[src/rtl/add_prefix_pipe.sv]
// Pipelined Kogge-Stone prefix adder/subtractor with a valid/ready handshake.
// S0 registers the bit-level generate/propagate terms, and S1..SL each register one prefix level.
module add_prefix_pipe #(
    parameter int WIDTH = 32,
    parameter int TAG_W = 4
) (
    input  logic             clk,
    input  logic             reset,
    input  logic             in_valid,
    output logic             in_ready,
    input  logic [WIDTH-1:0] in_a,
    input  logic [WIDTH-1:0] in_b,
    input  logic             in_cin,
    input  logic             in_sub,
    input  logic [TAG_W-1:0] in_tag,
    output logic             out_valid,
    input  logic             out_ready,
    output logic [WIDTH-1:0] out_sum,
    output logic             out_cout,
    output logic             out_ovf,
    output logic             out_zero,
    output logic [TAG_W-1:0] out_tag
);

    localparam int L = $clog2(WIDTH);

    logic [L:0]       v_q;
    logic [WIDTH-1:0] g_q   [0:L];
    logic [WIDTH-1:0] pg_q  [0:L];
    logic [WIDTH-1:0] p_q   [0:L];
    logic             cin_q [0:L];
    logic             amsb_q[0:L];
    logic             bmsb_q[0:L];
    logic [TAG_W-1:0] tag_q [0:L];

    logic [WIDTH-1:0] b_eff;
    logic             cin_eff;
    logic [WIDTH-1:0] s0_p;
    logic [WIDTH-1:0] s0_g;
    logic [WIDTH-1:0] lvl_g_d [1:L];
    logic [WIDTH-1:0] lvl_pg_d[1:L];
    logic [L:0]       load;

    assign b_eff   = in_sub ? ~in_b : in_b;
    assign cin_eff = in_sub | in_cin;
    assign s0_p    = in_a ^ b_eff;
    // The carry-in is folded into bit 0, so its generate is already the final carry out of bit 0.
    assign s0_g    = (in_a & b_eff) | {{(WIDTH-1){1'b0}}, s0_p[0] & cin_eff};

    always_comb begin
        for (int j = 1; j <= L; j++) begin
            lvl_g_d[j]  = g_q[j-1];
            lvl_pg_d[j] = pg_q[j-1];
            for (int i = (1 << (j-1)); i < WIDTH; i++) begin
                lvl_g_d[j][i]  = g_q[j-1][i] | (pg_q[j-1][i] & g_q[j-1][i-(1 << (j-1))]);
                lvl_pg_d[j][i] = pg_q[j-1][i] & pg_q[j-1][i-(1 << (j-1))];
            end
        end
    end

    // Stage j can load unless it and every stage after it hold data while the output is stalled.
    always_comb begin
        load = '0;
        for (int j = 0; j <= L; j++) begin
            load[j] = out_ready | ~(&(v_q | (L+1)'((1 << j) - 1)));
        end
    end

    assign in_ready = load[0];

    always_ff @(posedge clk or negedge reset) begin
        if (!reset) begin
            v_q <= '0;
            for (int j = 0; j <= L; j++) begin
                g_q[j]    <= '0;
                pg_q[j]   <= '0;
                p_q[j]    <= '0;
                cin_q[j]  <= 1'b0;
                amsb_q[j] <= 1'b0;
                bmsb_q[j] <= 1'b0;
                tag_q[j]  <= '0;
            end
        end else begin
            if (load[0]) begin
                v_q[0] <= in_valid;
                if (in_valid) begin
                    g_q[0]    <= s0_g;
                    pg_q[0]   <= s0_p;
                    p_q[0]    <= s0_p;
                    cin_q[0]  <= cin_eff;
                    amsb_q[0] <= in_a[WIDTH-1];
                    bmsb_q[0] <= b_eff[WIDTH-1];
                    tag_q[0]  <= in_tag;
                end
            end
            for (int j = 1; j <= L; j++) begin
                if (load[j]) begin
                    v_q[j] <= v_q[j-1];
                    if (v_q[j-1]) begin
                        g_q[j]    <= lvl_g_d[j];
                        pg_q[j]   <= lvl_pg_d[j];
                        p_q[j]    <= p_q[j-1];
                        cin_q[j]  <= cin_q[j-1];
                        amsb_q[j] <= amsb_q[j-1];
                        bmsb_q[j] <= bmsb_q[j-1];
                        tag_q[j]  <= tag_q[j-1];
                    end
                end
            end
        end
    end

    logic [WIDTH-1:0] carries;
    logic [WIDTH-1:0] sum_raw;

    assign carries = {g_q[L][WIDTH-2:0], cin_q[L]};
    assign sum_raw = p_q[L] ^ carries;

    // The outputs are gated by valid, so an empty stage reports all zeros (including out_zero).
    assign out_valid = v_q[L];
    assign out_sum   = v_q[L] ? sum_raw : '0;
    assign out_cout  = v_q[L] & g_q[L][WIDTH-1];
    assign out_ovf   = v_q[L] & (amsb_q[L] == bmsb_q[L]) & (sum_raw[WIDTH-1] != amsb_q[L]);
    assign out_zero  = v_q[L] & (sum_raw == '0);
    assign out_tag   = v_q[L] ? tag_q[L] : '0;

endmodule

[config.mk]
export PLATFORM = sky130hd
export DESIGN_NAME = add_prefix_pipe
export DESIGN_NICKNAME = d
export VERILOG_FILES = /design/src/rtl/add_prefix_pipe.sv
export SDC_FILE = /design/constraint.sdc
export NUM_CORES = 1
export LEC_CHECK = 0
export ABC_AREA = 1
export CORE_UTILIZATION = 25
export CTS_BUF_LIST = sky130_fd_sc_hd__clkbuf_4 sky130_fd_sc_hd__clkbuf_8
export DETAILED_ROUTE_END_ITERATION = 10
export GPL_TIMING_DRIVEN = 0
export PLACE_DENSITY_LB_ADDON = 0.08
export SYNTH_ARGS = -nofsm -noshare
export SYNTH_HDL_FRONTEND = slang
export SYNTH_SLANG_ARGS = --single-unit
export TNS_END_PERCENT = 10
[constraint.sdc]
create_clock -name clk -period 2.2 [get_ports clk]
set_input_delay 0.44 -clock clk [delete_from_list [all_inputs] [get_ports clk]]
set_output_delay 0.44 -clock clk [all_outputs]
set_load 0.01 [all_outputs]
-- Yosys cells after proc, flatten, opt, wreduce, memory -nomap -nowiden
Index checks and enable logic that the tools add are counted.
- register bits after elaboration: 560
- input port bits: 74
- output and inout port bits: 41
- eq/ne operators: 2
- mux-type cells: 3
- bitwise operators: 394
- reductions and logical operators: 12
- operators by type and width (operator ; count):
    $and 1x1->1 ; 247
    $or 1x1->1 ; 136
    $mux 32 ; 2
    $xor 32x32->32 ; 2
    $and 32x32->32 ; 1
    $logic_not 32->1 ; 1
    $not 32->32 ; 1
    $or 32x1->32 ; 1
    $reduce_and 2->1 ; 7
    $not 1->1 ; 6
    $reduce_and 6->1 ; 1
    $reduce_and 5->1 ; 1
    $mux 4 ; 1
    $reduce_and 4->1 ; 1
    $reduce_and 3->1 ; 1
    $eq 1x1->1 ; 1
    $ne 1x1->1 ; 1

-- Logic depth before layout (Yosys ltp)
Gate-level depths: netlist of the first run.
- word-level depth: 5
- gate-level depth with buffers: 9
- depth with buffers taken out: 8

-- Least setup slack after synthesis of the first run
Ideal clock, no wire load.
- path kind: register -> output
- start: reg v_q[5]
- end: out in_ready
- data arrival time: 1.132 ns
- data required time: 1.760 ns
- setup slack: 0.628 ns
- cell stages (with the launch flop): 6
- path buffers: 2
- cell sequence: dfrtp_1 > buf_4 > nand3_4 > nor2_4 > nand4_2 > clkbuf_1
- word-level cells in the longest chain between the ends: 3
- ends and longest elaborated chain (item ; line ; RTL):
    start: declaration ; 27 ; logic [L:0] v_q;
    start signal: indexed assignment ; 98 ; v_q[j] <= v_q[j-1];
    $reduce_and 6->1 ; 65 ; load[j] = out_ready | ~(&(v_q | (L+1)'((1 << j) - 1)));
    $not 1->1 ; 65 ;
    $or 1x1->1 ; 65 ;
    end: declaration ; 10 ; output logic in_ready,
Every way passes these cells.

-- Worst setup path in the final report of the first run
Same ends and word-level chain as after synthesis.

==> impl_results.rst, run 1 <==
.. list-table::
   :header-rows: 1

   * - Metric
     - Value
   * - GR Util All Layers
     - 16.5%
   * - Area of the die
     - between 80000 and 90000 um^2
   * - Dpl cells
     - ~3700
   * - Number of nets at the end of the flow
     - 2745
   * - Sequential fraction of the synthesis area
     - about three fifths
   * - Final estimated routing congestion in global placement
     - between 0.7 and 0.8
   * - CP arrival
     - 1990 ps
   * - Commonest register cell after synthesis
     - sky130_fd_sc_hd__dfrtp_1
   * - Count of unique library cells instantiated by Yosys
     - 22
   * - Critical path depth in cells
     - 6
   * - Cell type of the slowest stage on the worst timing path
     - sky130_fd_sc_hd__dfrtp_2
   * - Endpoint type of the worst setup path
     - primary output
   * - Clock-pin slew of the registers on the worst-case setup and hold paths
     - roughly 60 ps
   * - DIE HEIGHT
     - a little under 300 um
   * - Crit path max-delay family
     - simple AND/OR/NAND/NOR gates
   * - Number of instances on the worst hold path
     - 3
   * - Vias in the first global route
     - 17300
   * - Worst hold path endpoint
     - tag_q[23]
   * - Number of placement rows
     - between 100 and 150
   * - Antenna violations before repair
     - 1
   * - Run status
     - finished with violations
   * - R2r startpoint
     - v_q[5]
   * - Setup repair after global routing missed its margin
     - yes
   * - CP Data Required Time
     - between 1500 and 2000 ps
   * - Fmax
     - between 400 and 500 MHz
   * - Post-route setup TNS
     - -2070 ps
   * - Clock group share of total power
     - between 20% and 30%
   * - Tmin final
     - roughly 2400 ps
   * - Path depth of the worst reg2reg path
     - 9
   * - Total of warnings raised by yosys
     - 0
   * - Average cell area after synthesis
     - a little over 9 um^2
   * - Clock tree root driver cell
     - sky130_fd_sc_hd__clkbuf_8
   * - CP startpoint kind
     - flip-flop
   * - Synth async-reset ratio
     - 100%
   * - Fillcell total
     - between 9000 and 10000
   * - Endpoints failing setup
     - 30
   * - Register-to-register setup slack
     - roughly 60 ps
   * - Routed wire length
     - a little over 70000 um
   * - Maximum cell stage delay along the critical path
     - roughly 380 ps
   * - Number of synthesized flops with an enable pin
     - 0
   * - Highest net fanout along the worst path
     - 4
   * - Switching share of power
     - between 30% and 40%
   * - Min setup slack post-route
     - -232 ps
   * - Worst Max-Slew Pin Slew
     - about 740 ps
   * - First-pass GRT wire length
     - between 100000 and 150000 um
   * - Ranking of synthesized cells by area
     - sky130_fd_sc_hd__dfrtp_1 (61%), sky130_fd_sc_hd__nand2_1 (15%), sky130_fd_sc_hd__o21ai_0 (8.0%), sky130_fd_sc_hd__a21oi_1 (3.5%), sky130_fd_sc_hd__nand3_1 (2.9%)
   * - Gate Count Post-Synth
     - 2407
   * - Fraction of power consumed by sequential logic
     - 45.1%
   * - Share of layout cells above drive strength 1
     - around 13%
   * - Internal power
     - roughly 21000 uW
   * - Die width
     - 297 um
   * - Synth-to-layout area growth
     - 22.1%
   * - Sequential cell area in the final layout
     - ~13000 um^2
   * - Pin count of the biggest net entering global routing
     - around 120
   * - Share of total power in combinational logic
     - between 20% and 30%
   * - Post-route DRC
     - 0
   * - Power density over the cells
     - 1210 nW/um^2
   * - Violations in the final reports
     - setup timing
   * - Number of I/O pins
     - approximately 120
   * - Number of DRC markers in iteration 0
     - 991
   * - Synth top cells by count
     - sky130_fd_sc_hd__nand2_1 (842), sky130_fd_sc_hd__dfrtp_1 (530), sky130_fd_sc_hd__o21ai_0 (348), sky130_fd_sc_hd__a21oi_1 (154)
   * - Pins Over Slew Limit
     - 0
   * - Endpoint of the lowest-slack register-to-register path
     - g_q[83]
   * - Max_slew headroom
     - 50.4%
   * - Placed wire-length estimate after detailed placement
     - approximately 55000 um
   * - HP Start
     - in_tag[3]
   * - Crit path buffers/inverters
     - 3
   * - Number of buffers created by CTS
     - 97
   * - Total area of multi-input combinational cells
     - between 7000 and 8000 um^2
   * - Number of synthesized register bits
     - 530
   * - Count leader, synth
     - sky130_fd_sc_hd__nand2_1
   * - Count of final hold-check violations
     - 0
   * - TritonCTS clock tree
     - done
   * - Core area
     - roughly 86000 um^2
   * - Routed length per instance
     - around 19 um
   * - Clock skew after layout
     - between 30 and 40 ps
   * - Cell type with the largest total area after synthesis
     - sky130_fd_sc_hd__dfrtp_1
   * - Count of maximum capacitance violations
     - 0
   * - Vias per inst
     - about 4.3
   * - Post-synth top area share
     - roughly three fifths
   * - Net switching power of the design
     - between 10000 and 15000 uW
   * - Total leakage power
     - between 0.01 and 0.015 uW
   * - Clock sinks
     - 530
   * - Post-route ant nets
     - 0
   * - Initial Utilization
     - 25.4%
   * - Initial DRT Pass Iterations
     - 5
   * - Chain of cells forming the critical path
     - buf_8 > nand3_4 > nor2_4 > nand4_4 > clkbuf_16 > buf_6
   * - Number of standard cells in the final layout excluding fillers
     - just under 4000
   * - Critical path class
     - reg -> out
   * - Number of buffers added on ports
     - about 110
   * - Via Count
     - between 15000 and 20000
   * - Final non-filler cell area
     - between 20000 and 30000 um^2
   * - Insertion delay of the later-clocked pin in the worst-skew pair
     - between 600 and 700 ps
   * - Final global-route overflow total
     - 0
   * - Maximum count of clock buffers along a single path
     - 3
   * - H-tree depth
     - 3
   * - Total cell area at the placement stage
     - 24400 um^2
   * - Final clock period utilization by the worst path
     - 111%
   * - Syn nets
     - around 2500
   * - Synth Cell Area
     - about 22000 um^2
   * - Worst-case vdd ir drop
     - between 0.0004 and 0.0005 V
   * - Worst hold-check path type
     - in -> reg
## layout by cell type, fill, tap and decap left out, types with 23 or more instances in the layout
master / instances
sky130_fd_sc_hd__a21oi_1: 140
sky130_fd_sc_hd__buf_2: 85
sky130_fd_sc_hd__buf_4: 23
sky130_fd_sc_hd__clkbuf_1: 54
sky130_fd_sc_hd__clkbuf_4: 42
sky130_fd_sc_hd__clkbuf_8: 116
sky130_fd_sc_hd__clkdlybuf4s50_1: 70
sky130_fd_sc_hd__dfrtp_1: 527
sky130_fd_sc_hd__ha_1: 32
sky130_fd_sc_hd__inv_1: 124
sky130_fd_sc_hd__nand2_1: 835
sky130_fd_sc_hd__nand3_1: 125
sky130_fd_sc_hd__nor2_1: 41
sky130_fd_sc_hd__o21ai_0: 348
sky130_fd_sc_hd__xor2_1: 33
## state kept, by name, indices dropped and copies added, names as in the netlist
name and flops:
carries 32, pg_q 98, p_q 188, bmsb_q 6, tag_q 24, cin_q 5, v_q 6, amsb_q 6
g_q 161, lvl_pg_d 4
## worst max-delay path by stage
stage	startpoint	endpoint	slack [ps]
after floorplan	v_q[5]	in_ready	630
after global placement	reset	pg_q[58]	-23720
after detailed placement	out_ready	in_ready	-960
after CTS	v_q[5]	in_ready	-340
after global routing	carries[31]	out_zero	-340
final	v_q[5]	in_ready	-230
## through the flow
step	hold WS, ps	utilization [%]	worst slack [ps]	power, uW
floorplan	144	-	628	18500
global placement	458	28.4	-23720	22800
detailed placement	461	28.5	-961	22800
CTS	273	30.9	-344	32700
global route	332	31.0	-335	34600
finish	333	31.0	-232	32300
## power groups by stage
stage | clock network, uW | logic (uW) | registers, uW
global placement | 0 | 8030 | 14700
CTS | 9950 | 8170 | 14600
finish | 9600 | 8120 | 14600
floorplan | 0 | 4890 | 13600
global route | 10400 | 9320 | 14900
detailed placement | 0 | 8120 | 14700
## final cells by class
cell class | instances | area share (%)
multi-input cells | 1615 | 28.5
flip-flops and latches | 530 | 49.9
inverters | 132 | 1.88
clock buffers | 158 | 7.19
repair buffers | 133 | 4.52
clock inverters | 8 | 0.202
well taps | 1144 | 5.38
diodes | 1 | 0.00941
plain buffers | 130 | 2.43
## worst min-delay path: stages
cell and delay [ps]:
sky130_fd_sc_hd__clkdlybuf4s50_1 400, sky130_fd_sc_hd__nand3_1 90, sky130_fd_sc_hd__nand2_1 50
## what timing repair did
action	4_1_cts	5_1_grt
hold buffers	1	0
gates cloned	0	0
setup endpoints to repair	104	56
gates resized for setup	195	30
endpoints found under the hold margin	71	0
pin swaps	7	10
buffers inserted	9	7
## kinds of logic (layout without fill, tap and decap cells)
group	after synthesis	in the layout	share of synthesized area (%)
adder cells (fa/ha/maj)	32	32	1.84
AND/OR/NAND/NOR	1019	1019	18.4
other	0	1	0
flip-flops	530	530	60.9
AO/OA/AOI/OAI	518	518	12.0
XOR/XNOR	46	46	1.85
buffers and inverters	262	561	4.96
## layer usage
metal	vias up	track usage (%)	share of wire, %
met2	264	26.4	46
met5	-	0	0
li1	8293	-	-
met1	7994	22.9	48
met4	0	5.41	2.5
met3	88	2.41	3.1
Note: power is estimated with default switching activity, not from simulation.
==> run 2, diff against run 1 <==
Settings changed: PLACE_DENSITY_LB_ADDON 0.08 to 0.05, TNS_END_PERCENT 10 to not set.
==> impl_results.rst, run 2 (synthesized netlist as in run 1, its figures left out) <==
.. list-table::
   :header-rows: 1

   * - Metric
     - Value
   * - Run status
     - finished with violations
   * - Violations in the final reports
     - setup timing
   * - Core area
     - 85700 um^2 (unchanged)
   * - Count of maximum capacitance violations
     - 0 (unchanged)
   * - Vias per inst
     - 4.32 (-0.13%)
   * - Clock-pin slew of the registers on the worst-case setup and hold paths
     - 60 ps (about the same)
   * - Total leakage power
     - 0.0127 uW (+1.2%)
   * - Total area of multi-input combinational cells
     - 7800 um^2 (+2.9%)
   * - Worst Max-Slew Pin Slew
     - 650 ps (-93.4 ps)
   * - Number of buffers added on ports
     - 112 (unchanged)
   * - Critical path class
     - reg -> out
   * - Final global-route overflow total
     - 0 (unchanged)
   * - Top library cells by usage in the layout, fill and taps aside
     - sky130_fd_sc_hd__nand2_1 (830), sky130_fd_sc_hd__dfrtp_1 (526), sky130_fd_sc_hd__o21ai_0 (347), sky130_fd_sc_hd__a21oi_1 (135), sky130_fd_sc_hd__nand3_1 (125)
   * - Via Count
     - 16600 (unchanged)
   * - Most flops, register
     - p_q
   * - Initial Utilization
     - 25.4% (unchanged)
   * - Antenna violations before repair
     - 1 (unchanged)
   * - Share of layout cells above drive strength 1
     - 14.1% (+1.6 points)
   * - Register-to-register setup slack
     - 190 ps (+130 ps)
   * - Leading cell type in the layout, fill and taps excluded
     - sky130_fd_sc_hd__nand2_1
   * - Endpoints failing setup
     - 31 (+3.3%)
   * - Share of total power in combinational logic
     - 26.8% (+1.6 points)
   * - Internal power
     - 21200 uW (+3.5%)
   * - Path depth of the worst reg2reg path
     - 10 (+1)
   * - Setup crit start
     - carries[24]
   * - Worst-case vdd ir drop
     - 0.000431 V (-8.1%)
   * - Power after layout
     - 33300 uW (+3.3%)
   * - Area of the die
     - 88300 um^2 (unchanged)
   * - Worst hold-check path type
     - in -> reg
   * - Pin count of the biggest net entering global routing
     - 110 (-7.6%)
   * - Placed wire-length estimate after detailed placement
     - 57400 um (+3.6%)
   * - Initial DRT Pass Iterations
     - 5 (unchanged)
   * - Post-Place Setup Slack
     - -983 ps (-22.1 ps)
   * - Number of buffers created by CTS
     - 98 (+1.0%)
   * - Routed length per instance
     - 19.4 um (+3.2%)
   * - Insertion delay of the later-clocked pin in the worst-skew pair
     - 690 ps (about the same)
   * - Fraction of power consumed by sequential logic
     - 43.9% (-1.2 points)
   * - Number of I/O pins
     - 115 (unchanged)
   * - Post-route ant nets
     - 0 (unchanged)
   * - Switching share of power
     - 36.3% (-0.092 points)
   * - First-pass GRT wire length
     - 115000 um (+4.0%)
   * - Setup repair after global routing missed its margin
     - yes
   * - Clock group share of total power
     - 29.3% (-0.4 points)
   * - R2r startpoint
     - v_q[5]
   * - Number of nets at the end of the flow
     - 2754 (+0.33%)
   * - CP Data Required Time
     - 1760 ps (about the same)
   * - Critical Path Sink
     - out_zero
   * - Final estimated routing congestion in global placement
     - 0.773 (-1.9%)
   * - Number of placement rows
     - 107 (unchanged)
   * - Count of final hold-check violations
     - 0 (unchanged)
   * - Clock tree root driver cell
     - sky130_fd_sc_hd__clkbuf_8
   * - Min setup slack post-route
     - -294 ps (-61.7 ps)
   * - CP arrival
     - 2050 ps (+60 ps)
   * - Number of flip-flops in the largest register
     - 188 (unchanged)
   * - Routed wire length
     - 74900 um (+3.4%)
   * - Endpoint type of the worst setup path
     - primary output
   * - Top flop regs
     - p_q: 188 flops, g_q: 161 flops, pg_q: 98 flops
   * - Tmin final
     - 2490 ps (+61.7 ps)
   * - Worst-case hold slack
     - 337 ps (+4.23 ps)
   * - Highest net fanout along the worst path
     - 2 (-2)
   * - Synth-to-layout area growth
     - 24.4%
   * - TritonCTS clock tree
     - done
   * - CP startpoint kind
     - flip-flop
   * - H-tree depth
     - 3 (unchanged)
   * - Clock skew after layout
     - 33.0 ps (-3.19 ps)
   * - Post-route DRC
     - 0 (unchanged)
   * - Max_slew headroom
     - 56.6% (+6.2 points)
   * - Endpoint of the lowest-slack register-to-register path
     - pg_q[89]
   * - Pins Over Slew Limit
     - 0 (unchanged)
   * - Die width
     - 297 um (unchanged)
   * - Number of DRC markers in iteration 0
     - 938 (-5.3%)
   * - Sequential cell area in the final layout
     - 13300 um^2 (about the same)
   * - Final clock period utilization by the worst path
     - 113% (+2.8 points)
   * - Net switching power of the design
     - 12100 uW (+3.0%)
   * - GR Util All Layers
     - 17.2% (+0.72 points)
   * - Maximum count of clock buffers along a single path
     - 3 (unchanged)
   * - Fmax
     - 401 MHz (-2.5%)
   * - Fillcell total
     - 9178 (-0.54%)
   * - Clock sinks
     - 530 (unchanged)
   * - DIE HEIGHT
     - 297 um (unchanged)
   * - Vias in the first global route
     - 17600 (+1.6%)
   * - Power density over the cells
     - 1230 nW/um^2 (+1.4%)
[run 2: what timing repair did]
action,4_1_cts,5_1_grt
pin swaps,15,12
endpoints found under the setup margin,77,53
buffers inserted,17,5
hold buffers,2,0
hold endpoints to repair,58,0
resized for setup,258,49
cloned,2,0
[run 2: worst min-delay path by stage]
| stage | from | to | slack [ps] | depth (start not counted) |
|---|---|---|---|---|
| 2_1_floorplan | reset | amsb_q[0] | 140 | 0 |
| 3_3_place_gp | p_q[151] | p_q[151] | 460 | 2 |
| 3_5_place_dp | reset | carries[6] | 410 | 1 |
| 4_1_cts | in_tag[3] | tag_q[23] | 280 | 3 |
| 5_1_grt | in_tag[2] | tag_q[22] | 330 | 3 |
| 6_report | in_tag[3] | tag_q[23] | 340 | 3 |
[run 2: cell type report]
cell class | count | area share (%)
diodes | 1 | 0.00924
plain buffers | 129 | 2.39
clock buffers | 161 | 7.23
clock inverters | 2 | 0.143
inverters | 132 | 1.84
multi-input cells | 1615 | 28.8
flip-flops and latches | 530 | 49.0
well taps | 1144 | 5.28
repair buffers | 142 | 5.34
[run 2: per-layer routing]
metal	share of wire (%)	track usage [%]	vias up
li1	-	-	8300
met5	0	0	-
met4	2.6	5.67	0
met3	2.9	2.31	104
met2	46	27.6	252
met1	48	24.0	7983
[run 2: worst max-delay path, stage by stage (launching register included)]
cell and delay (ps):
sky130_fd_sc_hd__dfrtp_1 430, sky130_fd_sc_hd__xnor2_2 270, sky130_fd_sc_hd__nand2_1 110, sky130_fd_sc_hd__nor2_2 190, sky130_fd_sc_hd__nand3_2 110, sky130_fd_sc_hd__nor2_2 130, sky130_fd_sc_hd__buf_2 140
[run 2: stage by stage]
stage / std cells / TNS (ps) / util [%] / instance area (um^2)
after floorplan: 2407 / 0 / - / 21800
after global placement: 3663 / - / 28.4 / 24300
after detailed placement: 3668 / -108490 / 28.6 / 24500
after CTS: 3852 / -8320 / 31.4 / 26900
after global routing: 3856 / -8910 / 31.6 / 27100
final: 3856 / -5350 / 31.6 / 27100
[run 2: power by group through the flow]
stage          Clock (uW)  Combinational (uW)  Sequential [uW]
2_1_floorplan           0                4890            13600
3_3_place_gp            0                8090            14800
3_5_place_dp            0                8200            14800
4_1_cts             10200                8950            14600
5_1_grt             10600               10200            14900
6_report             9770                8950            14600
